**config.mk**
```make
export PLATFORM = sky130hd
export DESIGN_NAME = porta_contador
export DESIGN_NICKNAME = d
export VERILOG_FILES = /design/src/rtl/porta_contador.sv
export SDC_FILE = /design/constraint.sdc
export NUM_CORES = 1
export LEC_CHECK = 0
export BUFFER_PORTS_ARGS = -buffer_cell sky130_fd_sc_hd__buf_2
export CAP_MARGIN = 20
export CORE_ASPECT_RATIO = 1.5
export CORE_MARGIN = 2
export CORE_UTILIZATION = 60
export DETAILED_ROUTE_END_ITERATION = 10
export MAX_ROUTING_LAYER = met4
export PLACE_DENSITY_LB_ADDON = 0.15
export SETUP_SLACK_MARGIN = 0.02
export SYNTH_ARGS = -nofsm -noshare
export SYNTH_HDL_FRONTEND = slang
export SYNTH_SLANG_ARGS = --single-unit
```
**constraint.sdc**
```tcl
create_clock -name KEY -period 8.75 [get_ports KEY]
set_clock_uncertainty 0.2 [all_clocks]
set_input_delay 1.3125 -clock KEY [delete_from_list [all_inputs] [get_ports KEY]]
set_output_delay 1.3125 -clock KEY [all_outputs]
set_load 0.005 [all_outputs]
```
**src/rtl/porta_contador.sv**
```systemverilog
// Occupancy monitor: turns passage/alarm level edges into a saturating head
// count, latches metal alarms until acknowledged, and drives 7-seg and lamps.
module porta_contador #(
  parameter int CAPACITY   = 99,
  parameter int ALARM_HOLD = 8
) (
  input  logic [1:0] KEY,
  input  logic       ENTRY,
  input  logic       EXIT,
  input  logic       ALARM,
  input  logic       ACK,
  output logic [0:6] HEX0,
  output logic [0:6] HEX1,
  output logic [0:6] HEX2,
  output logic       LEDG,
  output logic [1:0] LEDR
);

  typedef enum logic [1:0] {
    LIVRE  = 2'd0,
    LOTADO = 2'd1,
    ALARME = 2'd2
  } state_t;

  localparam logic [6:0] CAP       = 7'(CAPACITY);
  localparam logic [7:0] HOLD_INIT = 8'(ALARM_HOLD);
  localparam logic [6:0] BLANK     = 7'b1111111;

  logic clk;
  logic srst;
  assign clk  = KEY[0];
  assign srst = KEY[1];

  // bit 0 = ENTRY, bit 1 = EXIT, bit 2 = ALARM
  logic [2:0] lvl;
  logic [2:0] ev;
  assign lvl = {ALARM, EXIT, ENTRY};

  // The previous sample follows the input during reset as well, so a level
  // held high through reset never produces an event afterwards.
  generate
    for (genvar gi = 0; gi < 3; gi++) begin : g_edge
      logic prev_reg;
      always_ff @(posedge clk) begin
        prev_reg <= lvl[gi];
      end
      assign ev[gi] = lvl[gi] & ~prev_reg;
    end
  endgenerate

  state_t     state_reg, state_next;
  logic [6:0] count_reg, count_next;
  logic [7:0] hold_reg,  hold_next;
  logic       entry_ok;
  logic       exit_ok;
  logic       ack_ok;

  always_comb begin
    entry_ok = ev[0] && (count_reg < CAP) && (state_reg != ALARME);
    exit_ok  = ev[1] && (count_reg != 7'd0);
    ack_ok   = ACK && !ALARM && (hold_reg == 8'd0);

    count_next = count_reg;
    if (entry_ok && !exit_ok) begin
      count_next = count_reg + 7'd1;
    end else if (exit_ok && !entry_ok) begin
      count_next = count_reg - 7'd1;
    end

    hold_next = hold_reg;
    if (ev[2]) begin
      hold_next = HOLD_INIT;
    end else if (state_reg == ALARME && hold_reg != 8'd0) begin
      hold_next = hold_reg - 8'd1;
    end

    // A fresh alarm edge wins over everything, including a valid acknowledge.
    state_next = state_reg;
    if (ev[2]) begin
      state_next = ALARME;
    end else if (state_reg != ALARME || ack_ok) begin
      state_next = (count_next == CAP) ? LOTADO : LIVRE;
    end
  end

  always_ff @(posedge clk) begin
    if (srst) begin
      state_reg <= LIVRE;
      count_reg <= 7'd0;
      hold_reg  <= 8'd0;
    end else begin
      state_reg <= state_next;
      count_reg <= count_next;
      hold_reg  <= hold_next;
    end
  end

  function automatic logic [6:0] seg7(input logic [6:0] d);
    case (d)
      7'd0:    seg7 = 7'b0000001;
      7'd1:    seg7 = 7'b1001111;
      7'd2:    seg7 = 7'b0010010;
      7'd3:    seg7 = 7'b0000110;
      7'd4:    seg7 = 7'b1001100;
      7'd5:    seg7 = 7'b0100100;
      7'd6:    seg7 = 7'b0100000;
      7'd7:    seg7 = 7'b0001111;
      7'd8:    seg7 = 7'b0000000;
      7'd9:    seg7 = 7'b0000100;
      default: seg7 = BLANK;
    endcase
  endfunction

  logic [6:0] units;
  logic [6:0] tens;

  // Display and lamps depend on registered state only.
  always_comb begin
    units = count_reg % 7'd10;
    tens  = count_reg / 7'd10;
    HEX0  = seg7(units);
    HEX1  = (count_reg < 7'd10) ? BLANK : seg7(tens);
    case (state_reg)
      ALARME:  HEX2 = 7'b0001000;
      LOTADO:  HEX2 = 7'b1110001;
      default: HEX2 = BLANK;
    endcase
    LEDG    = (state_reg == LIVRE);
    LEDR[0] = (state_reg == ALARME);
    LEDR[1] = (count_reg == CAP);
  end

endmodule

```
# Word-level counts from Yosys, hierarchy flattened
# Memories as Yosys holds them, arrays and structs flattened.
# Index checks and enable logic that the tools add are counted.
[classes] n_addsub=3 div=2 n_lt_le_gt_ge=2 n_eq_ne=5 muxes=11 bitwise_logic=6 n_reduce_logical=21
[ops] op="7-bit 2-to-1 mux" n=5
[ops] op="7-bit == test (second input constant)" n=2
[ops] op="7-bit case mux with 2 select lines" n=1
[ops] op="1-bit logical AND" n=8
[ops] op="8-bit logical NOT" n=1
[ops] op="4-bit 2-to-1 mux" n=2
[ops] op="8-bit nonzero test" n=1
[ops] op="8-bit by 1-bit subtractor with 8-bit output (second input constant)" n=1
[ops] op="7-bit by 1-bit adder with 7-bit output (second input constant)" n=1
[ops] op="7-bit by 4-bit divider with 7-bit output (second input constant)" n=1
[ops] op="7-bit by 4-bit less-than comparator with 1-bit output (second input constant)" n=1
[ops] op="7-bit less-than comparator (second input constant)" n=1
[ops] op="7-bit by 4-bit modulo with 7-bit output (second input constant)" n=1
[ops] op="7-bit nonzero test" n=1
[ops] op="7-bit by 1-bit subtractor with 7-bit output (second input constant)" n=1
[ops] op="3-bit logical NOT" n=2
[ops] op="2-bit 2-to-1 mux" n=2
[ops] op="2-bit nonzero test" n=2
[ops] op="1-bit AND" n=3
[ops] op="1-bit logical NOT" n=3
[ops] op="1-bit inverter" n=3
[ops] op="2-bit by 1-bit == test with 1-bit output (second input constant)" n=1
[ops] op="2-bit == test (second input constant)" n=1
[ops] op="2-bit logical NOT" n=1
[ops] op="other kinds (4)" n=4
[word_totals] ff_bits=20 mem_bits_ro=224 word_cells=60 memories=2
[mem_list] name="(name not given)" depth=16 word_bits=7 read_ports=1 rd_ports_with_merged_regs=0 write_ports=0 line="99" rtl="case (d)"
[mem_list] name="(name not given)" depth=16 word_bits=7 read_ports=1 rd_ports_with_merged_regs=0 write_ports=0 line="99"

# Longest topological paths before layout
# Gate-level depths: netlist (run 1).
[logic_depth] word_depth=12 ltp_mapped=13 depth_no_buf=11

# Least setup slack after synthesis (run 1)
# OpenSTA, ideal clock, no wires.
[synth_path] path_type="reg2out" from="register count_reg[3]" to="output port HEX0[3] (netlist name)" arrival_time_ns=2.733 t_required_ns=7.238 slack_ns=4.504 path_stages_with_launch=12 n_path_buf=3 cell_sequence="dfxtp_1 -> buf_2 -> buf_2 -> nand3b_1 -> o221ai_1 -> a222oi_1 -> ha_1 -> clkbuf_1 -> o211ai_4 -> xnor2_1 -> ha_1 -> a211o_1"
[synth_between] elab_chain_cells=3
[synth_lines] item="from (decl)" line="52" rtl="logic [6:0] count_reg, count_next;"
[synth_lines] item="from (signal assigned)" line="93" rtl="count_reg <= count_next;"
[synth_lines] item="7-bit by 4-bit modulo with 7-bit output *" line="119" rtl="units = count_reg % 7'd10;"
[synth_lines] item="memory read 16 x 7 bit or 3-bit logical NOT (tied branches)"
[synth_lines] item="7-bit 2-to-1 mux *" line="99"
[synth_lines] item="to (decl)" line="12" rtl="output logic [0:6] HEX0,"
# Mark *: on every way between the ends. The rest lies on a longest branch, timed or not.

==> results of run 1 <==
==> worst max-delay path: stages <==
cell,delay [ns]
clkbuf_8,0.12
clkbuf_8,0.15
nand2b_1,0.17
clkbuf_8,0.16
clkbuf_8,0.14
nor2_1,0.09
nand4_1,0.10
o31ai_1,0.25
==> metal layers <==
metal / vias up / routed length [um]
met5: - / 0
met4: 0 / 219
met3: 23 / 211
met2: 65 / 2707
met1: 992 / 2014
li1: 1055 / -
==> cell type report <==
type                            count  area, um2
Tap cell                           42      52.55
Clock buffer                       10      137.6
Fill cell                         319       1062
Clock inverter                      1      3.754
Sequential cell                    20      400.4
Multi-Input combinational cell    224       1551
Timing Repair Buffer               28      140.1
Inverter                           18      67.56
==> per-stage QoR <==
stage | total power (uW) | hold WS, ns | worst slack [ns] | cell area, um2
after floorplan | 802.7 | 0.1470 | 3.232 | 2133
final | 1161 | -0.1294 | 3.153 | 2354
after detailed placement | 994.7 | -0.1309 | 3.480 | 2212
after global routing | 1292 | -0.1281 | 3.067 | 2354
after CTS | 1163 | -0.1331 | 3.143 | 2354
after global placement | 989.4 | -0.1309 | 3.478 | 2212
==> power by group through the flow <==
stage	clock, uW	sequential (uW)	combinational (uW)
final	185	181	795
after detailed placement	24.2	182	789
after floorplan	36.9	134	632
after global placement	24.2	181	785
after CTS	187	180	796
after global routing	198	189	905
==> final timing paths <==
| path | slack [ns] | end | from | depth (start not counted) |
|---|---|---|---|---|
| hold reg to reg | 0.32 | state_reg[1] | state_reg[1] | 2 |
| hold / removal | -0.13 | count_reg[0] | KEY[1] | 3 |
| setup / recovery | 3.15 | state_reg[0] | KEY[1] | 8 |
| setup reg to reg | 5.50 | state_reg[0] | count_reg[1] | 9 |
==> synthesized netlist by cell type, drive strengths merged (3+ instances only) <==
| cell type | instances |
|---|---|
| nor2 | 27 |
| nand2 | 21 |
| a21oi | 20 |
| dfxtp | 20 |
| o21ai | 20 |
| ha | 19 |
| inv | 17 |
| buf | 14 |
| xnor2 | 10 |
| nor3 | 8 |
| clkbuf | 7 |
| nand2b | 6 |
| nor2b | 6 |
| and2 | 5 |
| nand3 | 5 |
| a22oi | 4 |
| nor4 | 4 |
| a21o | 3 |
| a31oi | 3 |
| and3 | 3 |
| mux2i | 3 |
| nand3b | 3 |
| o21a | 3 |
==> logic make-up after synthesis <==
| group | after synthesis |
|---|---|
| xor gates and xnor gates | 12 |
| AOI/OAI and AO/OA | 85 |
| muxes | 5 |
| buffers and inverters | 39 |
| DFF | 20 |
| adders and majority gates | 19 |
| and+or+nand+nor | 103 |
==> results.tsv, run 1 <==
metric	value	unit
Die H	77.03	um
first drt pass iteration count	4	
Synth Area in Adders	11.14	%
Synthesized Nets	308	
most frequent cells in the layout	buf_2 (28), nor2_1 (27), nand2_1 (21), a21oi_1 (20), dfxtp_1 (20)	
Final Hold Fails	9	
Pwr Density	493.4	nW/um2
complex-gate fraction of the synthesized area	28.86	%
Max Slew Vio Count	0	
max reg flops	8	
CTS tree	built	
vias post-DR	2135	
GRT busiest layer	met2	
Ys Warns	0	
initial DRC count	66	
core area	3416	um2
cell count after synthesis	283	
routability congestion estimate	0.8621	
met3 Resource Use GR	9.533	%
unrepaired setup endpoints after global routing	no	
Final Setup Violations	0	
status	finished with violations	
post-synthesis mux area share	2.639	%
post-CTS resize count	0	
Comb pwr share	68.4	%
Reg clk slew, reported paths	0.07	ns
Post-Place Cells	332	
GR Util met1	26.81	%
Synth top area share	18.77	%
DR vias/cell	6.224	
Slew headroom	49.36	%
drt total wl	5153	um
largest family of logic cells by synthesized area	compound AO/OA/AOI/OAI gates	
Post CTS Setup Buffer Count	0	
vias in the first global route	2175	
final setup TNS	0	ns
P&R area growth vs syn	10.32	%
final net count	326	
total track usage	29.66	%
boundary pin count	30	
Die Width	52.69	um
Final Non-Filler Cells	343	
sequential fraction of the synthesis area	18.77	%
Clock Power Share	16.0	%
number of max-cap violations	0	
commonest register cell after synthesis	dfxtp_1	
first-pass GRT wire length	8818	um
Clock Latency Late Sink	0.26	ns
Psw	572.4	uW
area leader, netlist	dfxtp_1	
Fin Hold WS	-0.1294	ns
Post-Synth Simple-Gate Area	25.16	%
antenna diode count	0	
register bit total from synthesis	20	
sequential share of power	15.6	%
peak supply drop	0.3304	mV
failing checks	hold timing	
leakage	0.0009566	uW
initial antenna violation count	0	
Synth Area in XOR/XNOR	4.927	%
die area	4058	um2
synth top area cells	dfxtp_1 (19%), ha_1 (11%), nor2_1 (4.8%), a21oi_1 (4.7%), xnor2_1 (4.1%)	
Critical Path Start Type	clock port	
cts hold-fix bufs	0	
P_int	588.8	uW
GRT overflow	0	
DRC Markers	0	
largest net degree at the start of global routing	26	
met2 usage	48.25	%
Crit. End Element	flip-flop	
critical path arrival	5.56	ns
commonest non-fill, non-tap cell in the layout	buf_2	
switching share of power	49.30	%
Core Rows	26	
post-synthesis cell type count	66	
crit path kind	clk -> reg	
Critical Path RT	8.71	ns
port buffer count	28	
actual slew at the worst max-slew pin	0.7586	ns
final core occ	68.90	%
Post-Syn Area	2133	um2
Async SR Flop Fraction	0	%
WL/cell	15.02	um
share of post-route cells with drive strength above 1	16.28	%
Detail Route Antenna Nets	0	
post-DP HPWL	3726	um
worst hold path type	clk -> reg	
peak fanout along the critical path	6	
Initial Util	62.45	%
Avg Cell Area, Syn	7.538	um2
EDFF count, synth	0	
No activity file was read; power rests on OpenSTA's default activity.
==> inputs of run 2 (changes only) <==
- CORE_UTILIZATION: 60 -> 53
- clock period: 8.75 -> 4.5 ns (I/O delays scaled with it)
==> run 2 against run 1 <==
  * The run still ends with hold timing left
  * Final area grew 4.0%
  * Critical path depth grew 5
  * Utilization shrank 5.9 points
  * Wire length shrank 3.8%
  * First-iteration DRC count grew 38%
  * Sequential share of layout area shrank 0.61 points
  * Sequential cell count is the same
  * Largest cell class unchanged
  * Largest power group unchanged
  * Highest routed layer unchanged
==> results.tsv, run 2 (same netlist as run 1, synthesis figures left out) <==
metric	value	unit	change
status	finished with violations		
failing checks	hold timing		
Die Width	55.80	um	+5.9%
antenna diode count	0		unchanged
Initial Util	54.86	%	-7.6 points
commonest non-fill, non-tap cell in the layout	buf_2		
post-DP HPWL	3776	um	+1.4%
leakage	0.001012	uW	+5.8%
Min Clock Period, post-route	4.169	ns	
Reg clk slew, reported paths	0.08	ns	about the same
Reg area	401.6	um2	+0.31%
routability congestion estimate	0.8140		-5.6%
DRC Markers	0		unchanged
Slew headroom	56.64	%	+7.3 points
die area	4559	um2	+12%
Critical Path RT	3.62	ns	-5.09 ns
core area	3889	um2	+14%
Max stage delay cell, worst path	dfxtp_1		
Max Fclk	239.9	MHz	
Pwr Density	960.8	nW/um2	+95%
first-pass GRT wire length	8245	um	-6.5%
Final Hold Fails	9		unchanged
CP cell instances	nor2b_1 -> and2_1 -> a222oi_1 -> buf_4 -> ha_1 -> and3b_1 -> o21ai_0 -> a21o_1 -> a21oi_1 -> nor2_1 -> a22o_1 -> a211o_1 -> buf_2		
Tcrit/Tclk final	92.65	%	
P&R area growth vs syn	14.78	%	
Max Slew Vio Count	0		unchanged
max reg flops	8		unchanged
final net count	334		+2.5%
Detail Route Antenna Nets	0		unchanged
most frequent cells in the layout	buf_2 (28), nor2_1 (27), nand2_1 (21), a21oi_1 (20)		
reg2reg setup slack	1.60	ns	-3.90 ns
vias post-DR	2112		-1.1%
port buffer count	28		unchanged
initial antenna violation count	0		unchanged
CP max stage delay	0.60	ns	+0.35 ns
Crit. End Element	primary output		
actual slew at the worst max-slew pin	0.6323	ns	-0.1263 ns
Final Non-Filler Cells	355		+3.5%
largest net degree at the start of global routing	22		-15%
Die H	81.70	um	+6.1%
GRT overflow	0		unchanged
Clock Latency Late Sink	0.26	ns	about the same
Worst Hold Launch	KEY[1]		
combined buffer and inverter count along the critical path	2		-2
Hold Path Stages	3		unchanged
worst hold path type	clk -> reg		
DR vias/cell	5.949		-4.4%
first drt pass iteration count	5		+1
boundary pin count	30		unchanged
number of max-cap violations	0		unchanged
Core Rows	28		+7.7%
peak supply drop	0.8301	mV	+150%
final setup TNS	0	ns	unchanged
vias in the first global route	2066		-5.0%
cts hold-fix bufs	0		unchanged
crit path kind	reg -> out		
Multi-input gate area	1551	um2	unchanged
initial DRC count	91		+38%
Post-Place Cells	342		+3.0%
delay-heaviest family, CP	compound AO/OA/AOI/OAI gates		
share of post-route cells with drive strength above 1	19.03	%	+2.8 points
Final Setup Violations	0		unchanged
unrepaired setup endpoints after global routing	no		
Fin Hold WS	-0.1354	ns	-0.005937 ns
Fill cells	374		+17%
RR Startpoint	count_reg[1]		
CTS tree	built		
Critical Path Start Type	flip-flop		
drt total wl	4956	um	-3.8%
total track usage	23.68	%	-6.0 points
final core occ	62.97	%	-5.9 points
WL/cell	13.96	um	-7.1%
RR Endpoint	state_reg[0]		
Reg2Reg Depth	10		+1
critical path arrival	3.29	ns	-2.27 ns
hold endpoint	count_reg[6]		
peak fanout along the critical path	14		+8
run 2: worst max-delay path by stage:
stage	start	to	slack [ns]	cells after the start
after floorplan	count_reg[3]	HEX0[3]	0.89	11
after global placement	count_reg[6]	HEX0[3]	0.38	12
after detailed placement	count_reg[6]	HEX0[3]	0.24	12
after CTS	count_reg[4]	HEX0[3]	0.14	12
after global routing	count_reg[5]	HEX0[0]	0.07	13
final	count_reg[3]	HEX0[3]	0.33	13
run 2: timing repair:
| action | 4_1_cts | 5_1_grt |
|---|---|---|
| pin swaps | 0 | 1 |
| setup endpoints to repair | 2 | 7 |
| resized for setup | 1 | 0 |
| buffers inserted | 0 | 1 |
| cloned | 0 | 0 |
run 2: tightest hold or removal path: cells and delay by family:
family / cells / cell delay (ns)
AOI/OAI and AO/OA: 1 / 0.04
buffers and inverters: 2 / 0.24
run 2: per-layer routing:
metal	share of wire [%]	vias up	track usage, %
li1	-	1070	-
met1	40	978	22.94
met2	53	48	39.52
met3	3.7	16	6.142
met4	3.1	0	20.24
met5	0	-	-
run 2: stage by stage:
stage          area [um2]  hold slack (ns)  total power (uW)  worst slack [ns]
2_1_floorplan        2133           0.1470              1561            0.8919
3_3_place_gp         2268          -0.1309              1952            0.3764
3_5_place_dp         2268          -0.1309              1969            0.2417
4_1_cts              2441          -0.1289              2352            0.1398
5_1_grt              2449          -0.1319              2605           0.06708
6_report             2449          -0.1354              2353            0.3309
run 2: area by class of cell:
type / instances / area share (%)
clock buffers: 10 / 5.621
clock inverters: 2 / 1.380
inverters: 18 / 2.759
multi-input cells: 224 / 63.36
flip-flops and latches: 20 / 16.40
well taps: 45 / 2.299
repair buffers: 36 / 8.176
run 2: where the power goes:
part,switching (uW),internal [uW]
sequential,70.3,223
clock,147,267
combinational,890,755
